===== config.mk =====
export PLATFORM = sky130hd
export DESIGN_NAME = ibex_pext_dotp_unit
export DESIGN_NICKNAME = d
export VERILOG_FILES = /design/src/rtl/ibex_pext_dotp_unit.sv
export SDC_FILE = /design/constraint.sdc
export NUM_CORES = 1
export LEC_CHECK = 0
export ABC_AREA = 1
export BUFFER_PORTS_ARGS = -buffer_cell sky130_fd_sc_hd__buf_4
export CAP_MARGIN = 5
export CORE_MARGIN = 8
export CORE_UTILIZATION = 50
export DETAILED_ROUTE_END_ITERATION = 6
export PLACE_DENSITY_LB_ADDON = 0.2
export SYNTH_ARGS = -nofsm -noshare
export SYNTH_HDL_FRONTEND = slang
export SYNTH_SLANG_ARGS = --single-unit

===== constraint.sdc =====
create_clock -name clk_i -period 9.3 [get_ports clk_i]
set_clock_uncertainty 0.05 [all_clocks]
set_input_delay 0.465 -clock clk_i [delete_from_list [all_inputs] [get_ports clk_i]]
set_output_delay 0.465 -clock clk_i [all_outputs]
set_load 0.005 [all_outputs]

===== src/rtl/ibex_pext_dotp_unit.sv =====
// rtl/ibex_pext_dotp_unit.sv - iterative Zpn byte-lane dot-product / absolute-difference unit
package ibex_pkg_pext;
    typedef enum logic [3:0] {
        ZPN_ADD16   = 4'd0,
        ZPN_SUB16   = 4'd1,
        ZPN_SMAQA   = 4'd2,
        ZPN_SMAQAsu = 4'd3,
        ZPN_UMAQA   = 4'd4,
        ZPN_PBSAD   = 4'd5,
        ZPN_PBSADA  = 4'd6,
        ZPN_ADD8    = 4'd7
    } zpn_op_e;
endpackage

module ibex_pext_dotp_unit
    import ibex_pkg_pext::*;
#(
    parameter int LanesPerCycle = 1
) (
    input  logic        clk_i,
    input  logic        rst_ni,
    input  logic        en_i,
    input  logic        kill_i,
    input  zpn_op_e     zpn_operator_i,
    input  logic [31:0] operand_a_i,
    input  logic [31:0] operand_b_i,
    input  logic [31:0] operand_c_i,
    output logic        busy_o,
    output logic        valid_o,
    output logic [31:0] result_o
);

    generate
        if (!(LanesPerCycle == 1 || LanesPerCycle == 2 || LanesPerCycle == 4)) begin : gen_bad_lanes
            $error("LanesPerCycle must be 1, 2 or 4");
        end
    endgenerate

    typedef enum logic [1:0] {IDLE, CALC, DONE} state_e;

    state_e      state_q, state_d;
    logic [31:0] a_q, b_q, acc_q;
    zpn_op_e     op_q;
    logic [1:0]  cnt_q;
    logic        supported, start, last;
    logic [31:0] lane_sum;
    logic [1:0]  idx;

    // Both multiply flavours share one 9x9 signed multiplier; signedness is
    // chosen by extending each byte with its sign bit or with zero.
    function automatic logic [31:0] lane_term(zpn_op_e op, logic [7:0] a, logic [7:0] b);
        logic signed [8:0]  ea, eb;
        logic signed [17:0] prod;
        logic [8:0]         diff, mag;
        ea   = {((op == ZPN_SMAQA) || (op == ZPN_SMAQAsu)) & a[7], a};
        eb   = {(op == ZPN_SMAQA) & b[7], b};
        prod = ea * eb;
        diff = {1'b0, a} - {1'b0, b};
        mag  = diff[8] ? (9'd0 - diff) : diff;
        if ((op == ZPN_PBSAD) || (op == ZPN_PBSADA)) begin
            return {23'd0, mag};
        end
        return {{14{prod[17]}}, prod};
    endfunction

    assign supported = (zpn_operator_i == ZPN_SMAQA)  || (zpn_operator_i == ZPN_SMAQAsu) ||
                       (zpn_operator_i == ZPN_UMAQA)  || (zpn_operator_i == ZPN_PBSAD)   ||
                       (zpn_operator_i == ZPN_PBSADA);
    assign start     = (state_q == IDLE) && en_i && !kill_i && supported;
    assign last      = (({1'b0, cnt_q} + 3'(LanesPerCycle)) == 3'd4);

    always_comb begin
        lane_sum = '0;
        idx      = '0;
        for (int j = 0; j < LanesPerCycle; j++) begin
            idx      = cnt_q + 2'(j);
            lane_sum = lane_sum + lane_term(op_q, a_q[{idx, 3'b000} +: 8], b_q[{idx, 3'b000} +: 8]);
        end
    end

    always_ff @(posedge clk_i) begin
        if (!rst_ni) begin
            state_q <= IDLE;
            acc_q   <= '0;
            cnt_q   <= '0;
            a_q     <= '0;
            b_q     <= '0;
            op_q    <= zpn_op_e'(4'd0);
        end else begin
            state_q <= state_d;
            if (kill_i) begin
                acc_q <= '0;
                cnt_q <= '0;
            end else if (start) begin
                a_q   <= operand_a_i;
                b_q   <= operand_b_i;
                op_q  <= zpn_operator_i;
                acc_q <= (zpn_operator_i == ZPN_PBSAD) ? 32'd0 : operand_c_i;
                cnt_q <= '0;
            end else if (state_q == CALC) begin
                acc_q <= acc_q + lane_sum;
                cnt_q <= cnt_q + 2'(LanesPerCycle);
            end
        end
    end

    always_comb begin
        state_d = state_q;
        case (state_q)
            IDLE:    if (start) state_d = CALC;
            CALC:    if (last) state_d = DONE;
            DONE:    state_d = IDLE;
            default: state_d = IDLE;
        endcase
        if (kill_i) state_d = IDLE;
    end

    always_comb begin
        busy_o   = (state_q != IDLE);
        valid_o  = (state_q == DONE) && !kill_i;
        result_o = valid_o ? acc_q : 32'd0;
    end

endmodule


==> implementation parameters <==
Parameter                              Value

STA
  Top achievable clock speed ... 117 MHz
  Total negative slack for setup checks ... 0 ps
  Headroom to the max-slew limit ... 26.3%
  Hold Violations, Final ... 0
  Worst-margin pin slew ... 1100 ps
  Max Slew Vio Count ... 0
  Setup-failing EPs final ... 0
  Tcrit/Tclk final ... 91.7%
  Setup repair after global routing missed its margin ... false
  Shortest period the worst path allows ... 8530 ps

Critical path
  Required time worst endpoint ... 9550 ps
  Slowest cell on the critical path ... inv_1
  Maximum fanout encountered on the critical timing path ... 30
  Worst Path Arrival ... 8780 ps
  Critical Path Source Type ... flip-flop
  Worst Setup SP ... cnt_q[1]$_SDFFE_PP0P_
  RR Startpoint ... cnt_q[1]$_SDFFE_PP0P_
  Type of the setup path with the least slack ... reg -> reg
  Capturing element type of the critical path ... flip-flop
  Cell occurring most often along the worst timing path ... nand2_1
  Critical Path Max Stage Delay ... 680 ps

Worst hold path
  Beginning of the worst hold path ... operand_a_i[19]
  Worst hold path class ... in -> reg

Floorplan
  Y dimension of the die ... 159 µm
  Rows ... 52
  Initial standard-cell utilization of the core ... 50.9%
  Horizontal die dimension ... 159 µm
  Placeable core region ... 20200 µm²
  Top-level port count ... 138
  Total Die Area ... 25400 µm²

Yosys
  Synthesized area per cell ... 6.88 µm²
  Biggest area contributors in the synthesized netlist ... dfxtp_1 (20%), fa_1 (14%), nor2_1 (9.6%)
  Count of cell types in the netlist ... 45
  Dominant register cell in the synthesized netlist ... dfxtp_1
  Most frequent cells after synthesis ... nor2_1 (264), nand2_1 (232), inv_1 (210)
  Count of flip-flops with a built-in enable after synthesis ... 0
  Biggest area consumer among synthesized cells ... dfxtp_1
  Number of synthesis warnings ... 0
  Net Count, Synth ... 1742
  Dominant cell by count in the synthesized netlist ... nor2_1
  Share of the synthesized area in the top cell type ... 20.3%
  Cell count after synthesis ... 1493
  Sequential cell area fraction in the yosys report ... 20.3%
  Netlist Area Pre-Place ... 10300 µm²
  Number of register bits inferred by synthesis ... 104
  Asr flop ratio synth ... 0%

Global routing
  Remaining global-route overflow ... 0
  Largest net degree at the start of global routing ... 95
  First-pass GRT wire length ... 49000 µm
  Number of antenna violations at the first check in global routing ... 0
  Via count of the first global-routing pass ... 9856
  Global-route usage over all layers ... 23.3%

Layout
  Share of layout cells above drive strength 1 ... 14.4%
  Number of diodes added for antenna fixing ... 0
  Synth-to-Final Area Change ... 15.2%
  Number of nets in the layout ... 1847

Power
  Pwr dens ... 92.7 nW/µm²
  Internal Dissipation ... 0.766 mW
  Standby leakage power ... 5.70 nW
  Total power of the final layout ... 1.10 mW
  Net Sw Frac ... 30.2%
  Combinational power share ... 19.3%
  Net switching power of the design ... 0.332 mW
  Sequential power share ... 43.2%
  Fraction of power consumed by the clock network ... 37.5%
  IR Drop Worst-Case VDD ... 0.104 mV

Clock network
  CTS resizes ... 0
  Inserted Clock Buffers ... 9
  Quantity of hold-fixing buffers added after cts ... 0
  CTS clock-pin slew for the worst setup and hold paths ... 80 ps
  Buffers inserted during post-CTS setup optimization ... 0
  Clock insertion delay at the later pin of the skew report ... 360 ps
  TritonCTS clock tree ... done
  CTS sink count ... 104
  Clock buffer depth ... 2
  Max H-tree Level ... 3
  Root buffer cell ... clkbuf_16

Place
  Last weighted congestion value of the routability-driven placer ... 0.978
  Count of port buffers added during placement ... 137
  Detailed-placement wirelength estimate ... 23500 µm

Status
  Outcome ... complete, no violations

Route
  Number of detailed-routing iterations run before antenna repair ... 6
  ANT nets after route ... 0
  DRT Wirelength ... 29700 µm
  Vias after detailed routing ... 9952
  Number of DRC markers after the initial detailed-route iteration ... 739
  Average wire length per cell after detail routing ... 15.8 µm
  Residual DRC count ... 0
  Avg Vias per Cell ... 5.31

Run
  Max cap viols ... 0
-- sequential cells by signal, summed over array words and instances (netlist names) --
signal and cells:
a_q 32, acc_q 32, b_q 32, op_q 4, cnt_q 2, state_q 2
-- cells in the final DEF, fill, tap and decap left out, types with 9 or more instances in the layout --
| master | instances |
|---|---|
| buf_4 | 152 |
| inv_1 | 210 |
| dfxtp_1 | 104 |
| ha_1 | 72 |
| nand2_4 | 9 |
| clkbuf_16 | 9 |
| fa_1 | 73 |
| nand3_1 | 76 |
| xor2_1 | 17 |
| nor2_2 | 11 |
| o21ai_0 | 124 |
| nand2_2 | 16 |
| a21oi_1 | 106 |
| nand4_1 | 10 |
| xnor2_1 | 10 |
| nand2_1 | 231 |
| a32oi_1 | 14 |
| a221oi_1 | 11 |
| nor2_1 | 263 |
| o41ai_1 | 9 |
-- per-stage QoR --
stage                     instances  hold slack [ps]  cell area [µm²]  setup WS (ps)  utilization, %
after detailed placement       1857              402            11500            873            57.1
after global placement         1857              398            11500           1050            57.1
after CTS                      1873              289            11800            843            58.7
after floorplan                1493              387            10300           1650               -
final                          1873              299            11800            773            58.7
after global routing           1873              300            11800           50.1            58.7
-- final cells by class --
class / count / area [µm²]
clock buffer: 9 / 225
clock inverter: 7 / 93.8
fill: 1977 / 8340
inverter: 215 / 807
multi-input combinational: 1116 / 7150
sequential: 104 / 2080
tap: 270 / 338
timing repair buffer: 152 / 1140
-- worst max-delay path, delay by kind of cell, from the launching register on --
kind / cells / cell delay (ps)
and+or+nand+nor: 13 / 1450
DFF: 1 / 350
adders and majority gates: 7 / 3050
buffers and inverters: 6 / 960
AOI/OAI and AO/OA: 11 / 2580
-- cell families (layout without fill, tap and decap cells) --
group,count (synthesis),count (layout),share of synthesized area [%]
buffers and inverters,273,383,10.4
adders and majority gates,145,145,23.0
and+or+nand+nor,647,647,27.6
AOI/OAI and AO/OA,297,297,16.5
DFF,104,104,20.3
xor gates and xnor gates,27,27,2.30
-- metal layers --
metal / vias up / part of all wire, % / GRT usage [%]
li1: 5015 / - / -
met1: 4617 / 47 / 31.7
met2: 285 / 46 / 37.8
met3: 35 / 5.4 / 3.57
met4: 0 / 1.8 / 6.43
met5: - / 0 / 0
-- power by group through the flow --
stage	combinational [mW]	sequential [mW]	clock, mW
global placement	0.205	0.484	0
floorplan	0.138	0.480	0
detailed placement	0.209	0.484	0
finish	0.212	0.474	0.411
CTS	0.210	0.474	0.419
global route	0.239	0.476	0.434
-- final timing paths --
| kind | endpoint | slack (ps) | depth (start not counted) |
|---|---|---|---|
| setup / recovery | acc_q[25]$_SDFFE_PP0P_ | 770 | 37 |
| hold / removal | a_q[19]$_SDFFE_PN0P_ | 300 | 3 |
| setup reg to reg | acc_q[25]$_SDFFE_PP0P_ | 770 | 37 |
| hold reg to reg | op_q[3]$_SDFFE_PN0P_ | 410 | 2 |
No activity file was read; power rests on OpenSTA's default activity.
